### config.mk
export PLATFORM = sky130hd
export DESIGN_NAME = muldiv_iter
export DESIGN_NICKNAME = d
export VERILOG_FILES = /design/src/rtl/muldiv_pkg.sv /design/src/rtl/muldiv_step.sv /design/src/rtl/muldiv_iter.sv
export SDC_FILE = /design/constraint.sdc
export NUM_CORES = 1
export LEC_CHECK = 0
export CORE_AREA = 4 4 181 271
export DETAILED_ROUTE_END_ITERATION = 6
export DIE_AREA = 0 0 185 275
export SLEW_MARGIN = 20
export SYNTH_ARGS = -nofsm -noshare
export SYNTH_HDL_FRONTEND = slang
export SYNTH_SLANG_ARGS = --single-unit
### constraint.sdc
create_clock -name clk_i -period 7.35 [get_ports clk_i]
set_input_delay 1.47 -clock clk_i [delete_from_list [all_inputs] [get_ports clk_i]]
set_output_delay 1.47 -clock clk_i [all_outputs]
set_load 0.005 [all_outputs]
### src/rtl/muldiv_pkg.sv
// Shared types and op-decoding helpers for the iterative RV M-extension unit.
package muldiv_pkg;

  typedef enum logic [2:0] {
    OP_MUL    = 3'd0,
    OP_MULH   = 3'd1,
    OP_MULHSU = 3'd2,
    OP_MULHU  = 3'd3,
    OP_DIV    = 3'd4,
    OP_DIVU   = 3'd5,
    OP_REM    = 3'd6,
    OP_REMU   = 3'd7
  } md_op_e;

  typedef enum logic [1:0] {
    IDLE,
    CALC,
    FIX,
    DONE
  } md_state_e;

  // True for every op that runs the divider (quotient or remainder).
  function automatic logic is_div(md_op_e op);
    return op inside {OP_DIV, OP_DIVU, OP_REM, OP_REMU};
  endfunction

  function automatic logic is_rem(md_op_e op);
    return op inside {OP_REM, OP_REMU};
  endfunction

  function automatic logic is_signed_a(md_op_e op);
    return op inside {OP_MUL, OP_MULH, OP_MULHSU, OP_DIV, OP_REM};
  endfunction

  function automatic logic is_signed_b(md_op_e op);
    return op inside {OP_MUL, OP_MULH, OP_DIV, OP_REM};
  endfunction

endpackage

### src/rtl/muldiv_step.sv
// One CALC iteration: BITS_PER_CYCLE shift-add (multiply) or restoring
// subtract-compare (divide) steps on the {hi, lo} accumulator.
module muldiv_step #(
  parameter int unsigned WIDTH          = 32,
  parameter int unsigned BITS_PER_CYCLE = 1
) (
  input  logic [2*WIDTH-1:0] acc_i,
  input  logic [WIDTH-1:0]   opnd_i,
  input  logic               div_mode_i,
  output logic [2*WIDTH-1:0] acc_o
);

  logic [2*WIDTH-1:0] cur;
  logic [WIDTH:0]     sum;
  logic [WIDTH:0]     rem_sh;
  logic [WIDTH:0]     diff;

  always_comb begin
    cur    = acc_i;
    sum    = '0;
    rem_sh = '0;
    diff   = '0;
    for (int unsigned i = 0; i < BITS_PER_CYCLE; i++) begin
      if (div_mode_i) begin
        // hi = partial remainder, lo = dividend shifting out / quotient shifting in
        rem_sh = {cur[2*WIDTH-1:WIDTH], cur[WIDTH-1]};
        diff   = rem_sh - {1'b0, opnd_i};
        if (!diff[WIDTH]) begin
          cur = {diff[WIDTH-1:0], cur[WIDTH-2:0], 1'b1};
        end else begin
          cur = {rem_sh[WIDTH-1:0], cur[WIDTH-2:0], 1'b0};
        end
      end else begin
        // hi = partial product, lo = multiplier bits consumed from the LSB
        sum = {1'b0, cur[2*WIDTH-1:WIDTH]} + (cur[0] ? {1'b0, opnd_i} : '0);
        cur = {sum, cur[WIDTH-1:1]};
      end
    end
    acc_o = cur;
  end

endmodule

### src/rtl/muldiv_iter.sv
// Iterative multiply/divide unit for all eight RV M-extension ops, operating
// on operand magnitudes with sign fix-up applied in a single FIX cycle.
module muldiv_iter
  import muldiv_pkg::*;
#(
  parameter int unsigned WIDTH          = 32,
  parameter int unsigned BITS_PER_CYCLE = 1
) (
  input  logic             clk_i,
  input  logic             rst_i,
  input  logic             req_valid_i,
  output logic             req_ready_o,
  input  logic [2:0]       op_i,
  input  logic [WIDTH-1:0] a_i,
  input  logic [WIDTH-1:0] b_i,
  input  logic             kill_i,
  output logic             resp_valid_o,
  input  logic             resp_ready_i,
  output logic [WIDTH-1:0] result_o,
  output logic             busy_o
);

  localparam int unsigned N_ITER = WIDTH / BITS_PER_CYCLE;
  localparam int unsigned CW     = $clog2(N_ITER + 1);
  localparam logic [WIDTH-1:0] MIN = {1'b1, {(WIDTH-1){1'b0}}};

  md_state_e          state_q, state_d;
  md_op_e             op_q;
  logic               sa_q, sb_q, fast_q;
  logic [CW-1:0]      cnt_q;
  logic [2*WIDTH-1:0] acc_q;
  logic [WIDTH-1:0]   opnd_q;
  logic [WIDTH-1:0]   result_q;

  md_op_e             op_in;
  logic               sa_in, sb_in, fast_in, accept;
  logic [WIDTH-1:0]   a_mag, b_mag;
  logic [2*WIDTH-1:0] step_acc;
  logic [2*WIDTH-1:0] prod;
  logic [WIDTH-1:0]   quo, rem, fix_res;

  assign req_ready_o  = (state_q == IDLE);
  assign busy_o       = (state_q != IDLE);
  assign resp_valid_o = (state_q == DONE);
  assign result_o     = result_q;

  always_comb begin
    op_in   = md_op_e'(op_i);
    sa_in   = is_signed_a(op_in) & a_i[WIDTH-1];
    sb_in   = is_signed_b(op_in) & b_i[WIDTH-1];
    a_mag   = sa_in ? -a_i : a_i;
    b_mag   = sb_in ? -b_i : b_i;
    fast_in = is_div(op_in) &
              ((b_i == '0) | (is_signed_a(op_in) & (a_i == MIN) & (b_i == '1)));
    accept  = req_valid_i & req_ready_o & ~kill_i;
  end

  muldiv_step #(
    .WIDTH          (WIDTH),
    .BITS_PER_CYCLE (BITS_PER_CYCLE)
  ) u_step (
    .acc_i      (acc_q),
    .opnd_i     (opnd_q),
    .div_mode_i (is_div(op_q)),
    .acc_o      (step_acc)
  );

  // Fast path never iterates, so acc_q lo still holds |a| for the div-by-zero remainder.
  always_comb begin
    prod    = (sa_q ^ sb_q) ? -acc_q : acc_q;
    quo     = acc_q[WIDTH-1:0];
    rem     = acc_q[2*WIDTH-1:WIDTH];
    fix_res = '0;
    if (!is_div(op_q)) begin
      fix_res = (op_q == OP_MUL) ? prod[WIDTH-1:0] : prod[2*WIDTH-1:WIDTH];
    end else if (is_rem(op_q)) begin
      if (fast_q) fix_res = (opnd_q == '0) ? (sa_q ? -quo : quo) : '0;
      else        fix_res = sa_q ? -rem : rem;
    end else begin
      if (fast_q) fix_res = (opnd_q == '0) ? '1 : MIN;
      else        fix_res = (sa_q ^ sb_q) ? -quo : quo;
    end
  end

  always_comb begin
    state_d = state_q;
    case (state_q)
      IDLE: if (accept) state_d = fast_in ? FIX : CALC;
      CALC: begin
        if (kill_i)                 state_d = IDLE;
        else if (cnt_q == CW'(1))   state_d = FIX;
      end
      FIX:  state_d = kill_i ? IDLE : DONE;
      DONE: if (kill_i || resp_ready_i) state_d = IDLE;
      default: state_d = IDLE;
    endcase
  end

  always_ff @(posedge clk_i or posedge rst_i) begin
    if (rst_i) state_q <= IDLE;
    else       state_q <= state_d;
  end

  always_ff @(posedge clk_i or posedge rst_i) begin
    if (rst_i) begin
      op_q     <= OP_MUL;
      sa_q     <= 1'b0;
      sb_q     <= 1'b0;
      fast_q   <= 1'b0;
      cnt_q    <= '0;
      acc_q    <= '0;
      opnd_q   <= '0;
      result_q <= '0;
    end else begin
      case (state_q)
        IDLE: if (accept) begin
          op_q   <= op_in;
          sa_q   <= sa_in;
          sb_q   <= sb_in;
          fast_q <= fast_in;
          cnt_q  <= CW'(N_ITER);
          acc_q  <= is_div(op_in) ? {{WIDTH{1'b0}}, a_mag} : {{WIDTH{1'b0}}, b_mag};
          opnd_q <= is_div(op_in) ? b_mag : a_mag;
        end
        CALC: if (!kill_i) begin
          acc_q <= step_acc;
          cnt_q <= cnt_q - CW'(1);
        end
        FIX: if (!kill_i) result_q <= fix_res;
        default: ;
      endcase
    end
  end

endmodule
==> results of run 1 <==
## report_power, final
part	leakage, nW	switching, W	internal, W
sequential	1.75	0.000731	0.00111
clock	0.269	0.000415	0.000460
combinational	5.17	0.00393	0.00247
## area by class of cell
type	count	area (um2)	share of cell area [%]
timing repair buffer	135	1274	7.031
multi-input combinational	1788	11720	64.71
clock buffer	21	460.4	2.542
tap	594	743.2	4.102
clock inverter	11	98.84	0.5456
inverter	68	260.3	1.437
sequential	142	3556	19.63
## routing by layer
layer / GRT usage (%) / wire length (um) / vias to the layer above
li1: - / - / 7904
met3: 3.492 / 3582 / 248
met5: 0 / 0 / -
met2: 44.19 / 33090 / 722
met4: 19.42 / 6028 / 0
met1: 30.66 / 26190 / 8284
## metrics by stage
stage	total power, W	setup WS [ns]	hold WS [ns]	std cells	area (um2)
floorplan	0.006075	2.070	0.4498	2169	16160
global placement	0.008019	2.743	0.4637	2727	17550
detailed placement	0.008083	2.769	0.4653	2727	17560
CTS	0.008988	3.125	0.4814	2759	18120
global route	0.009729	2.894	0.5059	2759	18120
finish	0.009120	3.004	0.4746	2759	18120
## flip-flops by register name, indices dropped and copies added (netlist names)
name      count
result_o     32
sb_q          1
acc_q        64
state_q       2
op_q          3
opnd_q       32
sa_q          1
cnt_q         6
fast_q        1
## synth_stat cells (all sizes together) (5+ instances only)
cell,n,area share (%)
a22oi,12,0.56
o21ai,195,6.0
o32a,5,0.31
inv,67,1.6
nor2b,11,0.43
nand2,198,4.6
o211ai,22,1.0
or3,14,0.57
or4,23,1.2
nand2b,20,0.77
mux2i,55,3.4
clkbuf,143,3.3
dfrtp,142,22
a221oi,15,0.89
nor4,29,1.3
nand4,24,0.97
nand3,65,2.0
o22ai,9,0.35
xor2,108,5.9
a221o,10,0.62
a211o,6,0.33
a31oi,31,1.2
o21bai,7,0.33
xnor2,113,6.1
nor2,204,4.8
nand3b,9,0.42
buf,28,0.94
o21a,17,0.79
a32oi,9,0.49
o221ai,32,1.7
a21oi,181,5.6
o31ai,32,1.5
a211oi,23,1.1
a31o,5,0.27
and3,20,0.77
ha,71,5.5
o2111ai,7,0.38
and2,15,0.58
nor3,56,1.9
a21o,36,1.7
or2,13,0.50
o41ai,19,1.3
nor3b,8,0.37
## cell usage in the layout (no fill, tap or decap), types with 13 or more instances in the layout
cell / netlist / routed
nor2_1: 202 / 200
nand2_1: 198 / 198
o21ai_0: 186 / 186
a21oi_1: 181 / 181
dfrtp_1: 142 / 140
xnor2_1: 113 / 112
xor2_1: 108 / 107
clkdlybuf4s50_1: 0 / 105
ha_1: 71 / 71
inv_1: 66 / 65
nand3_1: 64 / 64
mux2i_1: 55 / 55
nor3_1: 52 / 51
a21o_1: 36 / 36
o221ai_1: 32 / 32
a31oi_1: 31 / 31
o31ai_1: 31 / 31
buf_4: 3 / 29
nor4_1: 25 / 25
nand4_1: 23 / 23
o211ai_1: 22 / 22
a211oi_1: 21 / 21
and3_1: 20 / 20
nand2b_1: 20 / 20
or4_1: 19 / 19
o21a_1: 17 / 17
clkbuf_16: 0 / 17
and2_1: 15 / 15
o41ai_1: 13 / 13
or3_1: 13 / 13
a221oi_1: 13 / 13
## worst max path at each step
stage	slack, ns	to	depth (start not counted)	from
finish	3.00	acc_q[57]	12	acc_q[0]
global route	2.89	acc_q[59]	12	acc_q[0]
CTS	3.13	acc_q[57]	12	acc_q[0]
detailed placement	2.77	acc_q[27]	8	a_i[2]
global placement	2.74	acc_q[27]	8	a_i[2]
floorplan	2.07	acc_q[0]	1	rst_i
## worst max-delay path, stage by stage, from the launching register on
cell	delay (ns)
dfrtp_1	0.55
inv_1	0.16
buf_4	0.35
nor2_1	0.10
ha_1	0.33
nor2b_1	0.19
o2111ai_1	0.29
a21oi_1	0.21
o311ai_0	0.75
a211oi_1	0.35
or4_1	0.55
a31oi_1	0.21
o21ai_0	0.12
## logic make-up after synthesis
family	count (synthesis)
DFF	142
buffers and inverters	239
muxes	59
AOI/OAI and AO/OA	713
and+or+nand+nor	722
adders and majority gates	73
xor gates and xnor gates	221
==> flow_summary.yaml, run 1 <==
critical_path:
  r2r_start: "acc_q[0]"
  rr_worst_depth: 12
  arrival_ns: 4.64
  r2r_slack_ns: 3.00
  worstSetupPathType: "flip-flop to flip-flop"
  setup.worst_path.end_class: "flip-flop"
  cp_max_fo: 30
  r2r_end: "acc_q[57]"
  start_kind: "flip-flop"
  critical_path_required_ns: 7.64
final_layout:
  nets: 2297
  antenna_cells: 0
  utilization_pct: 38.87
  drive_gt1_share_pct: 5.681
  areaGrowthSynthToFinish_pct: 12.08
  fillers: 4903
synth:
  synth_area_um2: 16160
  synth_top_family_by_area: "compound AO/OA/AOI/OAI gates"
  synth_xor_xnor_area_share_pct: 11.98
  synth_mux_area_share_pct: 3.685
  synth_fa_ha_area_share_pct: 5.744
  synth_edf_count: 0
  syn_avg_cell_area_um2: 7.452
  synth_flop_cell: "dfrtp_1"
  syn_inst: 2169
  synthesis.nets: 2314
  seq_area_frac_synth_pct: 21.98
  synth-simple-area-share_pct: 21.92
  synth_seq_cells: 142
  async_reset_ff_share_pct: 100.0
  ys_warn_count: 0
  netlist-cell-type-count: 92
  synth_compound_area_share_pct: 28.85
clock_network:
  cts_resized: 0
  cts.hold.buffers_added: 0
  cts_inserted_buffers: 17
  clockBufferDepth: 2
  cts_setup_buffers: 0
  clockRootBuffer: "clkbuf_16"
  htree_levels: 4
  cts_tree: "built"
  clkSinkCount: 142
  clock_latency_ns: 0.46
  cts.reportedPaths.clkPinSlew_ns: 0.07
power_and_ir_drop:
  power.leakage_nw: 7.196
  power.density_nw_per_um2: 503.4
  max-vdd-ir-drop_uv: 212.3
routing:
  drt_iter0_markers: 1690
  routed_wl_um: 68890
  ant_nets: 0
  vias: 17158
  avgRoutedWirePerCell_um: 24.97
  post-route-drc-count: 0
  vias_per_cell: 6.219
  first_pass_iters: 6
worst_hold_path:
  hold-path-cell-count: 2
  hp-start: "result_o[1]"
  holdPathEnd: "result_o[1]"
  min_path_type: "flip-flop to flip-flop"
placement:
  gp_congestion: 0.9745
  io_buffers: 106
  dp_hpwl_um: 52520
floorplan:
  core-area_um2: 46600
  pin_count: 107
  initial_core_util_pct: 34.68
  die_w_um: 185
  die_h_um: 275
  row_count: 97
  dieArea_um2: 50880
sta:
  worst_pin_slew_ns: 1.105
  max_freq_ghz: 0.2301
  setup_violations: 0
  rsz0062_at_grt: "no"
  tns_ns: 0
  timing.slew.headroom_pct: 26.18
  finClkSkew_ns: 0.01637
  fin_crit_ns: 4.347
  drv_slew: 0
  finalCritPeriodShare_pct: 59.14
  hold_viol_final: 0
grt:
  grt_pass1_wl_um: 103000
  grt_max_degree: 80
  track_usage_pct: 26.43
  grt_overflow_total: 0
  grt_pass1_vias: 16691
  antenna_found_initial: 0
run:
  maxCapViolCount: 0
outcome:
  status: "completed"
(Power assumes the default switching activity.)
==> inputs of run 2 (changes only) <==
Clock period 7.35 ns to 4.5 ns, I/O delays scaled along.
==> run 2 against run 1 <==
Net effect:
- worst hold slack improved by 0.0020 ns
- final area increased by 2.5%
- combinational power increased by 75%
- clock-buffer cell count down 2
- setup slack got worse by 2.2 ns
- flip-flop and latch count did not move
- power rose by 67%
- first-iteration DRC count grew 11%
- utilization increased by 0.97 points
- non-clock buffer count rose by 59
- clock skew grew 0.0047 ns
- critical path type unchanged
==> flow_summary.yaml, run 2 (synthesis results as in run 1) <==
critical_path:
  rr_worst_depth: 13
  worstSetupPathType: "flip-flop to flip-flop"
  r2r_start: "acc_q[0]"
  start_kind: "flip-flop"
  r2r_end: "acc_q[53]"
  slowest_stage: "a211oi_1"
  crit_path_start: "acc_q[0]"
  r2r_slack_ns: 0.76
  arrival_ns: 4.05
  critical_path_required_ns: 4.81
  crit_path_frequent_cell: "buf_4"
  cp_max_fo: 12
  setup.worst_path.end_class: "flip-flop"
  cp_cell_sequence: "inv_1 > buf_4 > nor2_1 > ha_1 > nor2b_1 > o2111ai_1 > a21oi_1 > o311ai_0 > buf_4 > a211oi_1 > o21ai_0 > a32o_1 > o21bai_1"
  worstSetupEndpoint: "acc_q[53]"
  crit_path_max_incr_delay_ns: 0.49
final_layout:
  stdcell_count: 2818
  areaGrowthSynthToFinish_pct: 14.89
  regMostFlops: "acc_q"
  multi_input_area_um2: 11710
  final_cell_mix: "nor2_1 (201), nand2_1 (198), o21ai_0 (186)"
  fillers: 4893
  register_area_um2: 3556
  drive_gt1_share_pct: 8.183
  design_area_um2: 18570
  nets: 2356
  antenna_cells: 0
  largest_reg_flops: 64
  final_common_cell: "nor2_1"
placement:
  dp_cells: 2786
  gp_congestion: 1.002
  io_buffers: 106
  dpl-instance-area_um2: 18000
  dp_hpwl_um: 54630
  dpl_worst_slack_ns: 0.5992
sta:
  layout_setup_ws_ns: 0.7600
  drv_slew: 0
  finalCritPeriodShare_pct: 83.11
  fin_crit_ns: 3.740
  hold_viol_final: 0
  tns_ns: 0
  rsz0062_at_grt: "no"
  timing.slew.headroom_pct: 23.48
  finClkSkew_ns: 0.02107
  worst_pin_slew_ns: 1.148
  setup_violations: 0
  max_freq_ghz: 0.2674
floorplan:
  die_h_um: 275
  core-area_um2: 46600
  pin_count: 107
  row_count: 97
  die_w_um: 185
  dieArea_um2: 50880
  initial_core_util_pct: 34.68
clock_network:
  cts.reportedPaths.clkPinSlew_ns: 0.07
  clockBufferDepth: 2
  htree_levels: 4
  cts.hold.buffers_added: 0
  clockRootBuffer: "clkbuf_16"
  cts_inserted_buffers: 17
  clkSinkCount: 142
  cts_tree: "built"
  cts_resized: 0
  clock_latency_ns: 0.46
  cts_setup_buffers: 0
worst_hold_path:
  min_path_type: "flip-flop to flip-flop"
  hp-start: "result_o[1]"
power_and_ir_drop:
  power.density_nw_per_um2: 822.6
  power.leakage_nw: 7.492
  max-vdd-ir-drop_uv: 364.1
routing:
  post-route-drc-count: 0
  avgRoutedWirePerCell_um: 24.88
  ant_nets: 0
  routed_wl_um: 70120
  drt_iter0_markers: 1874
  vias: 17431
  vias_per_cell: 6.186
  first_pass_iters: 6
run:
  maxCapViolCount: 0
grt:
  grt_max_degree: 106
  grt_pass1_wl_um: 104500
  track_usage_pct: 26.85
  antenna_found_initial: 1
  grt_overflow_total: 0
  grt_pass1_vias: 17010
outcome:
  status: "completed"
## run 2: cell types whose count changed in the layout (fill, tap and decap cells not counted), sizes merged
cell / delta
bufinv: +1
buf: +59
clkbuf: -2
clkinv: +1
## run 2: per-stage QoR
stage,util [%],total power [W],hold WS (ns)
after floorplan,-,0.009923,0.4498
after global placement,38.62,0.01342,0.4644
after detailed placement,38.62,0.01356,0.4677
after CTS,39.84,0.01507,0.4843
after global routing,39.84,0.01628,0.5109
final,39.84,0.01528,0.4766
## run 2: worst min path at each step
stage / end / slack [ns] / depth (start not counted)
floorplan: opnd_q[18] / 0.45 / 2
global placement: result_o[1] / 0.46 / 2
detailed placement: result_o[1] / 0.47 / 2
CTS: result_o[1] / 0.48 / 2
global route: result_o[26] / 0.51 / 2
finish: result_o[1] / 0.48 / 2
## run 2: routing by layer
metal | share of wire, % | global-route usage [%]
met1 | 38 | 31.65
met3 | 5.5 | 2.791
met4 | 9.5 | 21.30
met5 | 0 | 0
met2 | 47 | 44.10
## run 2: worst max-delay path, delay by kind of cell, from the launching register on
kind            cells  cell delay, ns
compound gates      7            1.89
fa+ha+maj           1            0.34
buf+inv             3            0.62
flops               1            0.41
simple gates        2            0.34
## run 2: report_power, final
| group | internal, W | switching [W] |
|---|---|---|
| combinational | 0.00428 | 0.00691 |
| sequential | 0.00183 | 0.000799 |
| clock | 0.000789 | 0.000667 |
## run 2: final cells by class
type,count,area share (%)
inverter,68,1.395
multi-input combinational,1788,63.06
tap,594,4.002
timing repair buffer,194,9.312
clock inverter,13,0.6940
clock buffer,19,2.385
sequential,142,19.15
==> inputs of run 3 (changes only) <==
Clock period 4.5 ns to 3.9 ns, I/O delays scaled along.
==> run 3 against run 2 <==
Net effect:
- first-iteration DRC count shrank 3.8%
- register-to-register slack worse by 0.59 ns
- final area increased by 1.8%
- sequential share of layout area down 0.34 points
- critical path type unchanged
- largest cell class unchanged
- highest routed layer is now met5
==> flow_summary.yaml, run 3 (synthesis results as in run 1) <==
final_layout:
  regMostFlops: "acc_q"
  fillers: 4801
  final_common_cell: "nor2_1"
  stdcell_count: 2855
  largest_reg_flops: 64
  antenna_cells: 0
  final_cell_mix: "nor2_1 (201), nand2_1 (198), o21ai_0 (186)"
  drive_gt1_share_pct: 9.686
  areaGrowthSynthToFinish_pct: 16.98
  nets: 2393
placement:
  dp_hpwl_um: 55740
  io_buffers: 106
  gp_congestion: 1.001
  dp_cells: 2823
sta:
  fin_crit_ns: 3.732
  hold_viol_final: 0
  drv_slew: 0
  rsz0062_at_grt: "no"
  finalCritPeriodShare_pct: 95.68
  finClkSkew_ns: 0.01775
  worst_pin_slew_ns: 1.011
  tns_ns: 0
  setup_violations: 0
  max_freq_ghz: 0.2680
  timing.slew.headroom_pct: 32.56
clock_network:
  clockRootBuffer: "clkbuf_16"
  cts.reportedPaths.clkPinSlew_ns: 0.07
  clockBufferDepth: 2
  htree_levels: 4
  cts_tree: "built"
  clock_latency_ns: 0.46
  cts_inserted_buffers: 17
  cts_setup_buffers: 0
  clkSinkCount: 142
floorplan:
  pin_count: 107
  die_w_um: 185
  core-area_um2: 46600
  initial_core_util_pct: 34.68
  row_count: 97
  die_h_um: 275
  dieArea_um2: 50880
outcome:
  status: "completed"
grt:
  antenna_found_initial: 1
  grt_max_degree: 72
  track_usage_pct: 26.99
  grt_pass1_vias: 17298
  grt_pass1_wl_um: 104900
  grt_overflow_total: 0
power_and_ir_drop:
  switching_share_pct: 54.07
  power.density_nw_per_um2: 956.9
  seq_power_share_pct: 16.6
  pwr-share-clk_pct: 9.7
  p_sw_w: 0.009784
  max-vdd-ir-drop_uv: 377.0
  p_comb_share_pct: 73.6
  p_int_w: 0.008310
  power.leakage_nw: 7.698
critical_path:
  arrival_ns: 4.09
  start_kind: "flip-flop"
  critical_path_required_ns: 4.26
  cp_max_fo: 23
  crit_path_max_incr_delay_ns: 0.49
  worstSetupPathType: "flip-flop to flip-flop"
  setup.worst_path.end_class: "flip-flop"
  cp_cell_sequence: "inv_1 > buf_4 > nor2_1 > ha_1 > a211oi_1 > nor2_1 > o21ai_0 > a21oi_1 > o21ai_0 > a21oi_1 > o21a_1 > o31ai_1"
  slowest_stage: "o21ai_0"
routing:
  first_pass_iters: 6
  routed_wl_um: 70580
  drt_iter0_markers: 1802
  avgRoutedWirePerCell_um: 24.72
  post-route-drc-count: 0
  vias: 17694
  vias_per_cell: 6.198
  ant_nets: 0
run:
  maxCapViolCount: 0
worst_hold_path:
  min_path_type: "flip-flop to flip-flop"
[run 3: cell count changes in the layout (fill, tap and decap cells not counted), sizes merged]
| cell | previous run | this run |
|---|---|---|
| clkinv | 6 | 3 |
| buf | 89 | 126 |
| bufinv | 1 | 2 |
| clkinvlp | 2 | 3 |
| inv | 72 | 73 |
[run 3: repair_timing]
| action | in CTS | in global routing |
|---|---|---|
| resized for setup | 0 | 1 |
| hold buffers | 0 | 0 |
| setup endpoints to repair | 0 | 2 |
[run 3: cell type report]
| type | instances | area [um2] | share of cell area [%] |
|---|---|---|---|
| Sequential cell | 142 | 3556 | 18.81 |
| Clock inverter | 13 | 152.6 | 0.8073 |
| Multi-Input combinational cell | 1788 | 11710 | 61.93 |
| Timing Repair Buffer | 231 | 2044 | 10.81 |
| Tap cell | 594 | 743.2 | 3.931 |
| Inverter | 68 | 259.0 | 1.370 |
| Clock buffer | 19 | 442.9 | 2.343 |
[run 3: path summary, 6_finish.rpt]
path                                  start            to  slack [ns]  depth (start not counted)
worst max-delay path               acc_q[0]     acc_q[60]        0.17                         12
worst min-delay path            result_o[1]   result_o[1]        0.47                          2
worst max register to register     acc_q[0]     acc_q[60]        0.17                         12
worst min register to register  result_o[1]   result_o[1]        0.47                          2
max in group asynchronous             rst_i  result_o[10]        2.23                          3
min in group asynchronous             rst_i     acc_q[49]        0.79                          2
[run 3: metrics by stage]
step	hold WS, ns	util (%)	cell area, um2	setup slack, ns	total power, W
after floorplan	0.4498	-	16170	0.7232	0.01145
after global placement	0.4605	39.29	18310	0.1387	0.01584
after detailed placement	0.4644	39.29	18310	0.1595	0.01601
after CTS	0.4805	40.57	18910	0.2508	0.01780
after global routing	0.5069	40.57	18910	0.06094	0.01924
final	0.4746	40.57	18910	0.1685	0.01809
[run 3: power by group through the flow]
stage / logic, W / clock network (W) / registers [W]
2_1_floorplan: 0.00894 / 0 / 0.00251
3_3_place_gp: 0.0128 / 0 / 0.00299
3_5_place_dp: 0.0130 / 0 / 0.00302
4_1_cts: 0.0130 / 0.00177 / 0.00299
5_1_grt: 0.0143 / 0.00182 / 0.00308
6_report: 0.0133 / 0.00176 / 0.00301
[run 3: critical path, delay by kind of cell (launching register included)]
family	cells	cell delay, ns
flip-flops	1	0.40
AND/OR/NAND/NOR	2	0.21
AO/OA/AOI/OAI	7	2.16
adder cells (fa/ha/maj)	1	0.37
buffers and inverters	2	0.50
[run 3: metal layers]
metal  part of all wire, %  vias up  track usage, %
li1                      -     8107               -
met1                    37     8483           30.98
met2                    48      852           45.06
met3                   5.9      250           3.056
met4                   9.4        2           21.57
met5                 0.018        -               0
